### config.mk
export PLATFORM = sky130hd
export DESIGN_NAME = tl_ad_inflight_monitor
export DESIGN_NICKNAME = d
export VERILOG_FILES = /design/src/rtl/tl_ad_inflight_monitor.sv
export SDC_FILE = /design/constraint.sdc
export NUM_CORES = 1
export LEC_CHECK = 0
export CAP_MARGIN = 20
export CORE_MARGIN = 2
export CORE_UTILIZATION = 40
export CTS_CLUSTER_DIAMETER = 120
export DETAILED_ROUTE_END_ITERATION = 12
export PLACE_DENSITY = 0.59
export SYNTH_ARGS = -nofsm -noshare
export SYNTH_HDL_FRONTEND = slang
export SYNTH_SLANG_ARGS = --single-unit
### constraint.sdc
create_clock -name clock -period 8.9 [get_ports clock]
set_input_delay 2.225 -clock clock [delete_from_list [all_inputs] [get_ports clock]]
set_output_delay 2.225 -clock clock [all_outputs]
set_load 0.02 [all_outputs]
### src/rtl/tl_ad_inflight_monitor.sv
// tl_ad_inflight_monitor: passive TileLink-UL A/D channel protocol checker.
// Tracks outstanding requests per source ID, burst beat positions on both
// channels and a response watchdog. Protocol errors are reported as a
// registered one-cycle pulse plus a sticky accumulation of error bits.

module tl_ad_inflight_monitor #(
  parameter int DATA_BYTES  = 4,
  parameter int SOURCE_BITS = 2,
  parameter int SIZE_BITS   = 3,
  parameter int TIMEOUT     = 1024
) (
  input  logic                   clock,
  input  logic                   reset_n,
  input  logic                   a_valid,
  input  logic                   a_ready,
  input  logic [2:0]             a_opcode,
  input  logic [SIZE_BITS-1:0]   a_size,
  input  logic [SOURCE_BITS-1:0] a_source,
  input  logic [DATA_BYTES-1:0]  a_mask,
  input  logic                   d_valid,
  input  logic                   d_ready,
  input  logic [2:0]             d_opcode,
  input  logic [SIZE_BITS-1:0]   d_size,
  input  logic [SOURCE_BITS-1:0] d_source,
  output logic                   err_pulse,
  output logic [2:0]             err_code,
  output logic [5:0]             err_sticky,
  output logic [SOURCE_BITS:0]   inflight_cnt
);

  localparam int LG_DB   = $clog2(DATA_BYTES);
  localparam int SOURCES = 1 << SOURCE_BITS;
  // A beat index never exceeds 2^(2^SIZE_BITS - 1) - 1, so this width always fits.
  localparam int BW      = 1 << SIZE_BITS;
  localparam int WD_W    = (TIMEOUT > 0) ? $clog2(TIMEOUT + 1) : 1;
  localparam int CNT_W   = SOURCE_BITS + 1;

  localparam logic [2:0] OP_PUT_FULL = 3'd0;
  localparam logic [2:0] OP_PUT_PART = 3'd1;
  localparam logic [2:0] OP_GET      = 3'd4;
  localparam logic [2:0] OP_ACK      = 3'd0;
  localparam logic [2:0] OP_ACK_DATA = 3'd1;

  // Index of the final beat of a burst; single-beat messages end at index 0.
  function automatic logic [BW-1:0] last_beat(input logic [SIZE_BITS-1:0] size,
                                               input logic multi);
    last_beat = '0;
    if (multi && (int'(size) > LG_DB))
      last_beat = BW'((1 << (int'(size) - LG_DB)) - 1);
  endfunction

  logic                   a_fire, d_fire;
  logic                   a_multi, d_multi;
  logic                   a_first, a_last, d_first, d_last;
  logic [BW-1:0]          a_cnt, d_cnt;
  logic [2:0]             lat_op;
  logic [SIZE_BITS-1:0]   lat_size;
  logic [SOURCE_BITS-1:0] lat_src;
  logic [SOURCES-1:0]     inflight, inflight_nx;
  logic [SOURCES-1:0]     exp_data, exp_data_nx;
  logic [SIZE_BITS-1:0]   rec_size    [SOURCES];
  logic [SIZE_BITS-1:0]   rec_size_nx [SOURCES];
  logic [WD_W-1:0]        wd, wd_nx;
  logic                   wd_hit;
  logic                   mask_bad;
  logic [5:0]             err_nx;
  logic [2:0]             code_nx;

  assign a_fire  = a_valid & a_ready;
  assign d_fire  = d_valid & d_ready;
  assign a_multi = (a_opcode == OP_PUT_FULL) || (a_opcode == OP_PUT_PART);
  assign d_multi = (d_opcode == OP_ACK_DATA);
  assign a_first = (a_cnt == '0);
  assign d_first = (d_cnt == '0);
  // Using >= lets a burst whose size changed mid-flight still wrap back to a first beat.
  assign a_last  = (a_cnt >= last_beat(a_size, a_multi));
  assign d_last  = (d_cnt >= last_beat(d_size, d_multi));

  // Byte-mask legality for PutFullData: full lanes for wide transfers, 2^size lanes for narrow ones.
  always_comb begin
    mask_bad = 1'b0;
    if (a_opcode == OP_PUT_FULL) begin
      if (int'(a_size) >= LG_DB)
        mask_bad = (a_mask != '1);
      else
        mask_bad = ($countones(a_mask) != (1 << int'(a_size)));
    end
  end

  // Next per-source tracking state; a same-cycle D-last clear is applied before the A-first set.
  always_comb begin
    inflight_nx = inflight;
    exp_data_nx = exp_data;
    rec_size_nx = rec_size;
    if (d_fire && d_last)
      inflight_nx[d_source] = 1'b0;
    if (a_fire && a_first) begin
      inflight_nx[a_source] = 1'b1;
      exp_data_nx[a_source] = (a_opcode == OP_GET);
      rec_size_nx[a_source] = a_size;
    end
  end

  // Watchdog: counts stalled cycles while anything is outstanding, flags once on reaching the limit.
  always_comb begin
    wd_nx  = wd;
    wd_hit = 1'b0;
    if ((TIMEOUT == 0) || d_fire || (inflight_nx == '0)) begin
      wd_nx = '0;
    end else if (wd != WD_W'(TIMEOUT)) begin
      wd_nx  = wd + WD_W'(1);
      wd_hit = (wd_nx == WD_W'(TIMEOUT));
    end
  end

  // Error detection for this cycle's fires and the lowest-numbered error among them.
  always_comb begin
    err_nx    = '0;
    err_nx[0] = a_fire && mask_bad;
    err_nx[1] = a_fire && a_first && inflight[a_source] &&
                !(d_fire && d_last && (d_source == a_source));
    err_nx[2] = a_fire && !a_first &&
                ((a_opcode != lat_op) || (a_size != lat_size) || (a_source != lat_src));
    err_nx[3] = d_fire && d_first && !inflight[d_source];
    err_nx[4] = d_fire && d_first && inflight[d_source] &&
                ((d_opcode != (exp_data[d_source] ? OP_ACK_DATA : OP_ACK)) ||
                 (d_size != rec_size[d_source]));
    err_nx[5] = wd_hit;
    code_nx   = '0;
    for (int i = 5; i >= 0; i--)
      if (err_nx[i]) code_nx = 3'(i);
  end

  // Beat counters and the first-beat latch used for burst stability checks.
  always_ff @(posedge clock or negedge reset_n) begin
    if (!reset_n) begin
      a_cnt    <= '0;
      d_cnt    <= '0;
      lat_op   <= '0;
      lat_size <= '0;
      lat_src  <= '0;
    end else begin
      if (a_fire)
        a_cnt <= a_last ? '0 : a_cnt + BW'(1);
      if (d_fire)
        d_cnt <= d_last ? '0 : d_cnt + BW'(1);
      if (a_fire && a_first) begin
        lat_op   <= a_opcode;
        lat_size <= a_size;
        lat_src  <= a_source;
      end
    end
  end

  // Per-source inflight table and the watchdog counter.
  always_ff @(posedge clock or negedge reset_n) begin
    if (!reset_n) begin
      inflight <= '0;
      exp_data <= '0;
      for (int i = 0; i < SOURCES; i++)
        rec_size[i] <= '0;
      wd <= '0;
    end else begin
      inflight <= inflight_nx;
      exp_data <= exp_data_nx;
      rec_size <= rec_size_nx;
      wd       <= wd_nx;
    end
  end

  // Registered error reporting and outstanding-source count.
  always_ff @(posedge clock or negedge reset_n) begin
    if (!reset_n) begin
      err_pulse    <= 1'b0;
      err_code     <= '0;
      err_sticky   <= '0;
      inflight_cnt <= '0;
    end else begin
      err_pulse  <= |err_nx;
      if (|err_nx)
        err_code <= code_nx;
      err_sticky   <= err_sticky | err_nx;
      inflight_cnt <= CNT_W'($countones(inflight_nx));
    end
  end

endmodule
==> impl_results.md, run 1 <==
- Commonest non-fill, non-tap cells in the layout: dfrtp_1, nand2_1, nor2_1
- Tightest Pin Transition: between 0.8 and 0.9 ns
- FILL cells: 990
- Crit path launch type: input pin
- Leak: 2.28 nW
- Worst Path Required: 9.13 ns
- H-tree Lvls: 3
- Syn Area/Cell: a little under 10 um2
- Core area: 10,400 um2
- Pre-CTS worst setup slack: 1.59 ns
- Fin util: roughly 50%
- R2R depth: 12
- CTS tree: yes
- Worst r2r dst: err_code[0]
- Drt first-iter violations: roughly 150
- DR vias: 3,344
- I/O pins: 39
- GRT overflow: 0
- DP Area: 4800 um2
- Worst vdd ir: 0.000126 V
- Worst min path class: flip-flop to flip-flop
- Max-cap viol count: 0
- Final net count: 549
- Vias in the first global route: between 3,000 and 4,000
- Postcts setup bufs: 0
- Die span in x: 108 um
- Setup TNS: 0 ns
- Max transition margin: between 40 and 50%
- First-pass GRT wire length: 16.3 mm
- Synth Instances: 448
- R2R setup slack: 4.99 ns
- Top_reg_cell synth: dfrtp_1
- Port Buf Inserts: 38
- WL final: 9.59 mm
- Post-synthesis register bit count: between 60 and 70
- Outcome: finished clean
- Synthesized area: 4310 um2
- Top post-synthesis cells by area: dfrtp_1, ha_1, nand2_1, xor2_1, nor2_1
- Final slew viol count: 0
- Final cell area excluding filler cells: 5090 um2
- Commonest non-fill, non-tap cell in the layout: dfrtp_1
- Fmax: 144 MHz
- Synth async-reset ratio: 100%
- Hold Path Cell Cnt: 1
- Initial antenna violation count: 0
- R2r startpoint: a_cnt[0]
- Pwr/cell area: 254 nW/um2
- Die area: 11,600 um2
- Clock sink count: 68
- Placed cells: 611
- Hold Vio Cnt, Final: 0
- N_diodes: 0
- Critical path class: input pin to flip-flop
- Endpoints failing setup: 0
- Register area share after synthesis: about two fifths
- Final antenna-violating net count: 0
- Min cycle time layout: 6.95 ns
- Min-delay src: err_sticky[0]
- Nature of the critical path endpoint: flip-flop
- DR WL/cell: 15.3 um
- Fin cells: between 600 and 700
- RSZ-0062 raised after global routing: false
- RD Place Congestion: 0.869
- Share of layout cells above drive strength 1: between 10% and 20%
- Post-cts resize count: 0
- Post-synth EDFFs: 0
- Cell variety after synth: 56
- All-Layer GR Usage: 17.7%
- Worst clock skew: approximately 0.013 ns
- Remaining DRCs: 0
- Starting Density: approximately two fifths
- Synth warn: 0
- Cell accounting for the most synthesized area: dfrtp_1
- Area Overhead vs Synth: 18.2%
- Initial DRT Pass Iterations: 4
- Clk buf depth: 2
- Cts hold-fix bufs: 0
- Number of buffers created by CTS: 9
- Vias per cell: 5.33
- Post-synth top area share: 39.5%
- Clock-pin slew on the worst setup and hold paths: 0.07 ns
- Largest net degree at the start of global routing: a little under 70
- Worst Path Max Fanout: 7
- Die height: 108 um
- Hpwl dp: ~7.1 mm
- Fin crit share: 78.1%
- # rows: 37
- Clock latency on the worst-skew pair: around 0.35 ns
- WP data arrival: 7.18 ns
- Post-route worst setup slack: 1.95 ns
- Hold Path Sink: err_sticky[0]
- CTS root buffer: clkbuf_8
==> layer usage <==
| layer | vias to the layer above | GRT usage, % | share of wire, % |
|---|---|---|---|
| met5 | - | 0 | 0 |
| met4 | 0 | 5.49 | 0.97 |
| met3 | 7 | 3.33 | 4.4 |
| met2 | 75 | 29.9 | 49 |
| met1 | 1623 | 22.9 | 46 |
| li1 | 1639 | - | - |
==> cells by family after synthesis <==
logic type	Yosys count	share of synthesized area, %
AOI/OAI and AO/OA	65	9.85
xor gates and xnor gates	34	6.91
adders and majority gates	37	11.1
buffers and inverters	35	3.49
DFF	68	39.5
muxes	20	6.77
other	1	0.0870
and+or+nand+nor	188	22.3
==> where the power goes <==
| group | internal (mW) | switching (mW) | total (mW) |
|---|---|---|---|
| registers | 0.406 | 0.0825 | 0.488 |
| clock network | 0.251 | 0.123 | 0.374 |
| logic | 0.212 | 0.219 | 0.431 |
==> worst max-delay path, stage by stage <==
cell	delay [ns]
clkdlybuf4s50_1	0.61
inv_1	0.11
ha_1	0.24
nor4bb_1	0.63
a21boi_0	0.26
ha_1	0.25
nand2b_1	0.13
a2111oi_0	0.59
o31a_1	0.35
nor2_1	0.13
inv_1	0.10
o31ai_1	0.08
nor2b_1	0.16
ha_1	0.22
nor4bb_1	0.14
or4b_4	0.56
nor2b_4	0.16
a31o_1	0.24
==> worst max-delay path by stage <==
stage / start / end / depth (start not counted)
final: d_size[1] / err_code[0] / 18
after global routing: d_size[1] / err_code[0] / 18
after CTS: d_size[1] / err_code[1] / 18
after detailed placement: d_size[1] / err_code[1] / 18
after global placement: d_size[1] / err_code[1] / 18
after floorplan: d_size[2] / err_code[0] / 17
==> state kept, by name, summed over array words and instances (netlist names) <==
| register | cells |
|---|---|
| rec_size | 12 |
| wd | 11 |
| a_cnt | 8 |
| d_cnt | 8 |
| err_sticky | 6 |
| exp_data | 4 |
| inflight | 4 |
| err_code | 3 |
| inflight_cnt | 3 |
| lat_op | 3 |
| lat_size | 3 |
| lat_src | 2 |
| err_pulse | 1 |
==> final cells by class <==
class                      instances  area (um2)  area share (%)
timing repair buffer              39         383            7.52
clock buffer                      10         138            2.70
sequential                        68        1700            33.4
inverter                          22        82.6            1.62
multi-input combinational        346        2460            48.3
clock inverter                     6         159            3.12
tap                              136         170            3.34
==> cell usage after synthesis (all sizes together) (4+ instances only) <==
cell type / count
a21oi: 7
and2: 5
and3: 6
clkbuf: 11
dfrtp: 68
ha: 35
inv: 22
mux2: 13
mux4: 6
nand2: 50
nand2b: 11
nand3: 22
nand4: 5
nor2: 47
nor3: 13
nor4: 5
o21a: 6
o21ai: 23
o22ai: 4
o31ai: 5
or2: 8
xnor2: 13
xor2: 21
==> metrics by stage <==
step	power [mW]	hold slack [ns]
after floorplan	0.780	0.445
after global placement	0.907	0.454
after detailed placement	0.925	0.461
after CTS	1.30	0.478
after global routing	1.38	0.481
final	1.29	0.472
Power figures use the tool's default switching activity.
==> run 2, diff against run 1 <==
--- a/config.mk
+++ b/config.mk
@@ -10,7 +10,7 @@
 export CORE_UTILIZATION = 40
 export CTS_CLUSTER_DIAMETER = 120
 export DETAILED_ROUTE_END_ITERATION = 12
-export PLACE_DENSITY = 0.59
+export PLACE_DENSITY = 0.61
 export SYNTH_ARGS = -nofsm -noshare
 export SYNTH_HDL_FRONTEND = slang
 export SYNTH_SLANG_ARGS = --single-unit
==> constraint.sdc (replaced) <==
create_clock -name clock -period 5.85 [get_ports clock]
set_input_delay 1.4625 -clock clock [delete_from_list [all_inputs] [get_ports clock]]
set_output_delay 1.4625 -clock clock [all_outputs]
set_load 0.02 [all_outputs]
==> run 2 against run 1 <==
  * Final cell count is 1.6% higher
  * Routed wire length is 3.4% lower
  * Flip-flop and latch count stayed put
  * Worst hold slack better by 0.0014 ns
  * Via count hardly changed
  * Combinational power is 55% higher
  * Critical endpoint is now err_code[1]
  * Largest power group unchanged
  * Highest routed layer unchanged
==> impl_results.md, run 2 (synthesis results as in run 1) <==
- Outcome: finished clean
- Tot Pwr: 1.83 mW
- Initial DRT Pass Iterations: 5
- Setup TNS: 0 ns
- R2R setup slack: 2.12 ns
- Die height: roughly 110 um
- RSZ-0062 raised after global routing: false
- Clock latency on the worst-skew pair: 0.34 ns
- Min cycle time layout: 5.52 ns
- Final cell area excluding filler cells: roughly 5000 um2
- Core area: just over 10,000 um2
- H-tree Lvls: 3
- Worst min path class: flip-flop to flip-flop
- Final slew viol count: 0
- Post-route worst setup slack: 0.330 ns
- Final antenna-violating net count: 0
- CTS root buffer: clkbuf_8
- Max reg flops: 12
- Drt first-iter violations: between 100 and 150
- Initial antenna violation count: 0
- Starting Density: approximately two fifths
- N_diodes: 0
- Area Overhead vs Synth: 18.2%
- CTS tree: yes
- Commonest non-fill, non-tap cell in the layout: dfrtp_1
- DR vias: between 3,000 and 4,000
- Clk buf depth: 2
- Largest net degree at the start of global routing: 38
- Share of layout cells above drive strength 1: 12.8%
- Cts hold-fix bufs: 0
- Hpwl dp: 7.06 mm
- Area of the multi-input gates: 2460 um2
- DR WL/cell: 14.5 um
- Worst Path Max Fanout: 5
- All-Layer GR Usage: 17.5%
- # rows: 37
- Clock sink count: 68
- Max-cap viol count: 0
- Top flop regs: rec_size (12), wd (11)
- WL final: approximately 9 mm
- RD Place Congestion: about 0.83
- Pwr/cell area: 360 nW/um2
- R2R depth: 13
- Endpoints failing setup: 0
- Leak: ~2.3 nW
- Hold Vio Cnt, Final: 0
- Die area: between 10,000 and 15,000 um2
- Hold Slack: 0.474 ns
- FILL cells: 988
- Clock-pin slew on the worst setup and hold paths: roughly 0.070 ns
- Worst vdd ir: 0.000148 V
- Vias per cell: 5.25
- Fin util: ~50%
- Final net count: 559
- Port Buf Inserts: 38
- Reg with most FFs: rec_size
- Vias in the first global route: 3,408
- Remaining DRCs: 0
- Nature of the critical path endpoint: flip-flop
- Fin cells: 637
- Placed cells: 621
- DP Area: 4870 um2
- Reg area: roughly 1700 um2
- Die span in x: 108 um
- Worst Path Required: 6.08 ns
- Crit path launch type: input pin
- Tightest Pin Transition: 0.830 ns
- Hold Path Cell Cnt: 1
- Pre-CTS worst setup slack: -0.0916 ns
- WP data arrival: 5.75 ns
- Critical path class: input pin to flip-flop
- Fin crit share: between 90 and 100%
- Fmax: ~180 MHz
- Worst clock skew: 0.00978 ns
- I/O pins: 39
- Number of buffers created by CTS: 9
- GRT overflow: 0
- Max transition margin: 44.6%
- Commonest non-fill, non-tap cells in the layout: dfrtp_1, nand2_1, nor2_1
- First-pass GRT wire length: 16.1 mm
[run 2: final cells by class]
class	instances	share of cell area [%]
Tap cell	136	3.34
Sequential cell	68	33.4
Clock inverter	5	1.47
Clock buffer	11	2.78
Inverter	22	1.62
Timing Repair Buffer	49	9.00
Multi-Input combinational cell	346	48.4
[run 2: what timing repair did]
| item | 4_1_cts | 5_1_grt |
|---|---|---|
| setup endpoints to repair | 0 | 2 |
| gates resized for setup | 0 | 1 |
| setup buffers | 0 | 0 |
[run 2: critical path, stage by stage]
cell and delay [ns]:
clkdlybuf4s50_1 0.48, inv_1 0.10, ha_1 0.23, nor4bb_1 0.35, a21boi_0 0.25, ha_1 0.26
nand2b_1 0.14, a2111oi_1 0.54, o31a_1 0.20, nor2_1 0.06, inv_1 0.09, o31ai_1 0.08
and2_1 0.19, ha_1 0.23, nor4bb_1 0.15, or4b_4 0.55, nor2b_4 0.15, a31o_1 0.23
[run 2: per-layer routing]
metal	global-route usage, %	routed length, um
met5	0	0
met4	4.58	85
met3	4.30	432
met2	28.7	4390
met1	23.2	4350
[run 2: final timing paths]
path / startpoint / end
max: d_size[2] / err_code[1]
min: err_sticky[1] / err_sticky[1]
max reg2reg: a_cnt[0] / err_code[1]
min reg2reg: err_sticky[1] / err_sticky[1]
max in group asynchronous: reset_n / wd[0]
min in group asynchronous: reset_n / d_cnt[5]
[run 2: power breakdown]
part           internal [mW]  switching [mW]
Clock                  0.250           0.177
Combinational          0.330           0.335
Sequential             0.617           0.121
==> run 3, diff against run 2 <==
--- a/config.mk
+++ b/config.mk
@@ -5,12 +5,13 @@
 export SDC_FILE = /design/constraint.sdc
 export NUM_CORES = 1
 export LEC_CHECK = 0
-export CAP_MARGIN = 20
 export CORE_MARGIN = 2
 export CORE_UTILIZATION = 40
 export CTS_CLUSTER_DIAMETER = 120
 export DETAILED_ROUTE_END_ITERATION = 12
 export PLACE_DENSITY = 0.61
+export RECOVER_POWER = 100
+export SLEW_MARGIN = 20
 export SYNTH_ARGS = -nofsm -noshare
 export SYNTH_HDL_FRONTEND = slang
 export SYNTH_SLANG_ARGS = --single-unit
==> run 3 against run 2 <==
  * The run now ends with capacitance limit, slew limit left
  * Routed wire length is 0.32% higher
  * Sequential share of layout area is 0.21 points higher
  * Final cell count stayed put
  * Clock skew hardly changed
  * Via count is 0.15% higher
  * Setup slack hardly changed
  * Non-clock buffer count stayed put
  * Worst hold slack worse by 0.0056 ns
  * Critical endpoint is now err_code[0]
  * Highest routed layer unchanged
==> impl_results.md, run 3 (synthesis results as in run 1) <==
- Outcome: finished, violations left
- Failing checks: capacitance limit, slew limit
- DR vias: 3,351
- Final antenna-violating net count: 0
- Worst vdd ir: approximately 0.00015 V
- Clk buf depth: 2
- Hold Vio Cnt, Final: 0
- Postcts setup bufs: 0
- DR WL/cell: 14.6 um
- Reg with most FFs: rec_size
- Leak: between 2 and 2.5 nW
- Crit-path most repeated cell: ha_1
- Commonest non-fill, non-tap cell in the layout: dfrtp_1
- Initial antenna violation count: 0
- Fmax: 181 MHz
- Commonest non-fill, non-tap cells in the layout: dfrtp_1, nand2_1, nor2_1
- WL final: a little over 9 mm
- All-Layer GR Usage: around 18%
- Critical path class: input pin to flip-flop
- Crit path launch type: input pin
- I/O pins: 39
- Top flop regs: rec_size (12), wd (11)
- Final net count: 559
- Die area: 11,600 um2
- Tightest Pin Transition: 2.02 ns
- Worst Path Max Fanout: 5
- RD Place Congestion: around 0.83
- Core area: 10,400 um2
- Remaining DRCs: 0
- N_diodes: 0
- WP data arrival: 5.75 ns
- H-tree Lvls: 3
- Fin util: around 49%
- Clock sink count: between 60 and 70
- Share of layout cells above drive strength 1: a little under an eighth
- Starting Density: between 40% and 50%
- Pwr/cell area: between 300 and 400 nW/um2
- Tot Pwr: 1.81 mW
- First-pass GRT wire length: 16.1 mm
- Port Buf Inserts: 38
- Die span in x: 108 um
- Max-cap viol count: 2
- Worst clock skew: 0.00968 ns
- Clock-pin slew on the worst setup and hold paths: 0.07 ns
- RSZ-0062 raised after global routing: false
- Max reg flops: 12
- Initial DRT Pass Iterations: 4
- Vias in the first global route: between 3,000 and 4,000
- Number of buffers created by CTS: 9
- Final slew viol count: 71
- Worst Path Required: roughly 6.1 ns
- Hpwl dp: 7.06 mm
- # rows: 37
- Min cycle time layout: around 5.5 ns
- CTS tree: yes
- Drt first-iter violations: 137
- Vias per cell: 5.26
- CP Cell Sequence: clkdlybuf4s50_1, inv_1, ha_1, nor4bb_1, a21boi_0, ha_1, nand2b_1, a2111oi_1, o31a_1, nor2_1, inv_1, o31ai_1, and2_0, ha_1, nor4bb_1, or4b_4, nor2b_4, a31o_1
- Die height: 108 um
- Largest net degree at the start of global routing: 38
- Clock latency on the worst-skew pair: 0.34 ns
- GRT overflow: 0
- Worst min path class: flip-flop to flip-flop
- Max transition margin: -34.8%
- Crit-path slowest cell: or4b_4
- Nature of the critical path endpoint: flip-flop
- Fin crit share: 94.4%
- CTS root buffer: clkbuf_8
- Area Overhead vs Synth: 17.4%
- Max stage delay on crit path: 0.55 ns
- Endpoints failing setup: 0
[run 3: timing repair]
item | CTS | global route
endpoints found under the setup margin | 0 | 2
hold endpoints to repair | 0 | 0
hold buffers | 0 | 0
resized for setup | 0 | 1
[run 3: path summary, 6_finish.rpt]
path                                from              end  slack, ns  cells after the start
max                            d_size[2]      err_code[0]       0.33                     18
min                        err_sticky[1]    err_sticky[1]       0.47                      1
max reg2reg                     a_cnt[0]  inflight_cnt[1]       2.02                      9
min reg2reg                err_sticky[1]    err_sticky[1]       0.47                      1
max in group asynchronous        reset_n            wd[0]       1.76                      2
min in group asynchronous        reset_n         d_cnt[7]       1.68                      1
[run 3: critical path: cells and delay by family]
family	cells	cell delay [ns]
buf+inv	3	0.68
compound gates	5	1.30
fa+ha+maj	3	0.72
simple gates	7	1.58
[run 3: power by group]
group          total (mW)  switching [mW]  internal [mW]
Sequential          0.737           0.120          0.617
Combinational       0.644           0.331          0.313
Clock               0.428           0.178          0.250
Total                1.81           0.629           1.18
[run 3: stage by stage]
| step | instances | setup TNS [ns] | setup slack, ns | hold WS, ns | area [um2] |
|---|---|---|---|---|---|
| 3_3_place_gp | 621 | 0 | 0.115 | 0.453 | 4870 |
| 5_1_grt | 637 | 0 | 0.0684 | 0.497 | 5060 |
| 2_1_floorplan | 449 | 0 | 0.500 | 0.445 | 4310 |
| 6_report | 637 | 0 | 0.330 | 0.468 | 5060 |
| 3_5_place_dp | 621 | -0.177 | -0.0916 | 0.465 | 4870 |
| 4_1_cts | 637 | 0 | 0.276 | 0.480 | 5090 |
[run 3: area by class of cell]
type | instances | area (um2)
fillers | 997 | 5310
multi-input cells | 346 | 2450
flip-flops and latches | 68 | 1700
repair buffers | 49 | 438
well taps | 136 | 170
clock buffers | 11 | 141
inverters | 22 | 82.6
clock inverters | 5 | 75.1
[run 3: routing by layer]
metal  routed length (um)  vias to the layer above  global-route usage, %
met5                    0                        -                      0
met4                   98                        0                   4.58
met3                  408                       11                   4.30
met2                 4380                       70                   28.7
met1                 4400                     1609                   23.2
li1                     -                     1661                      -
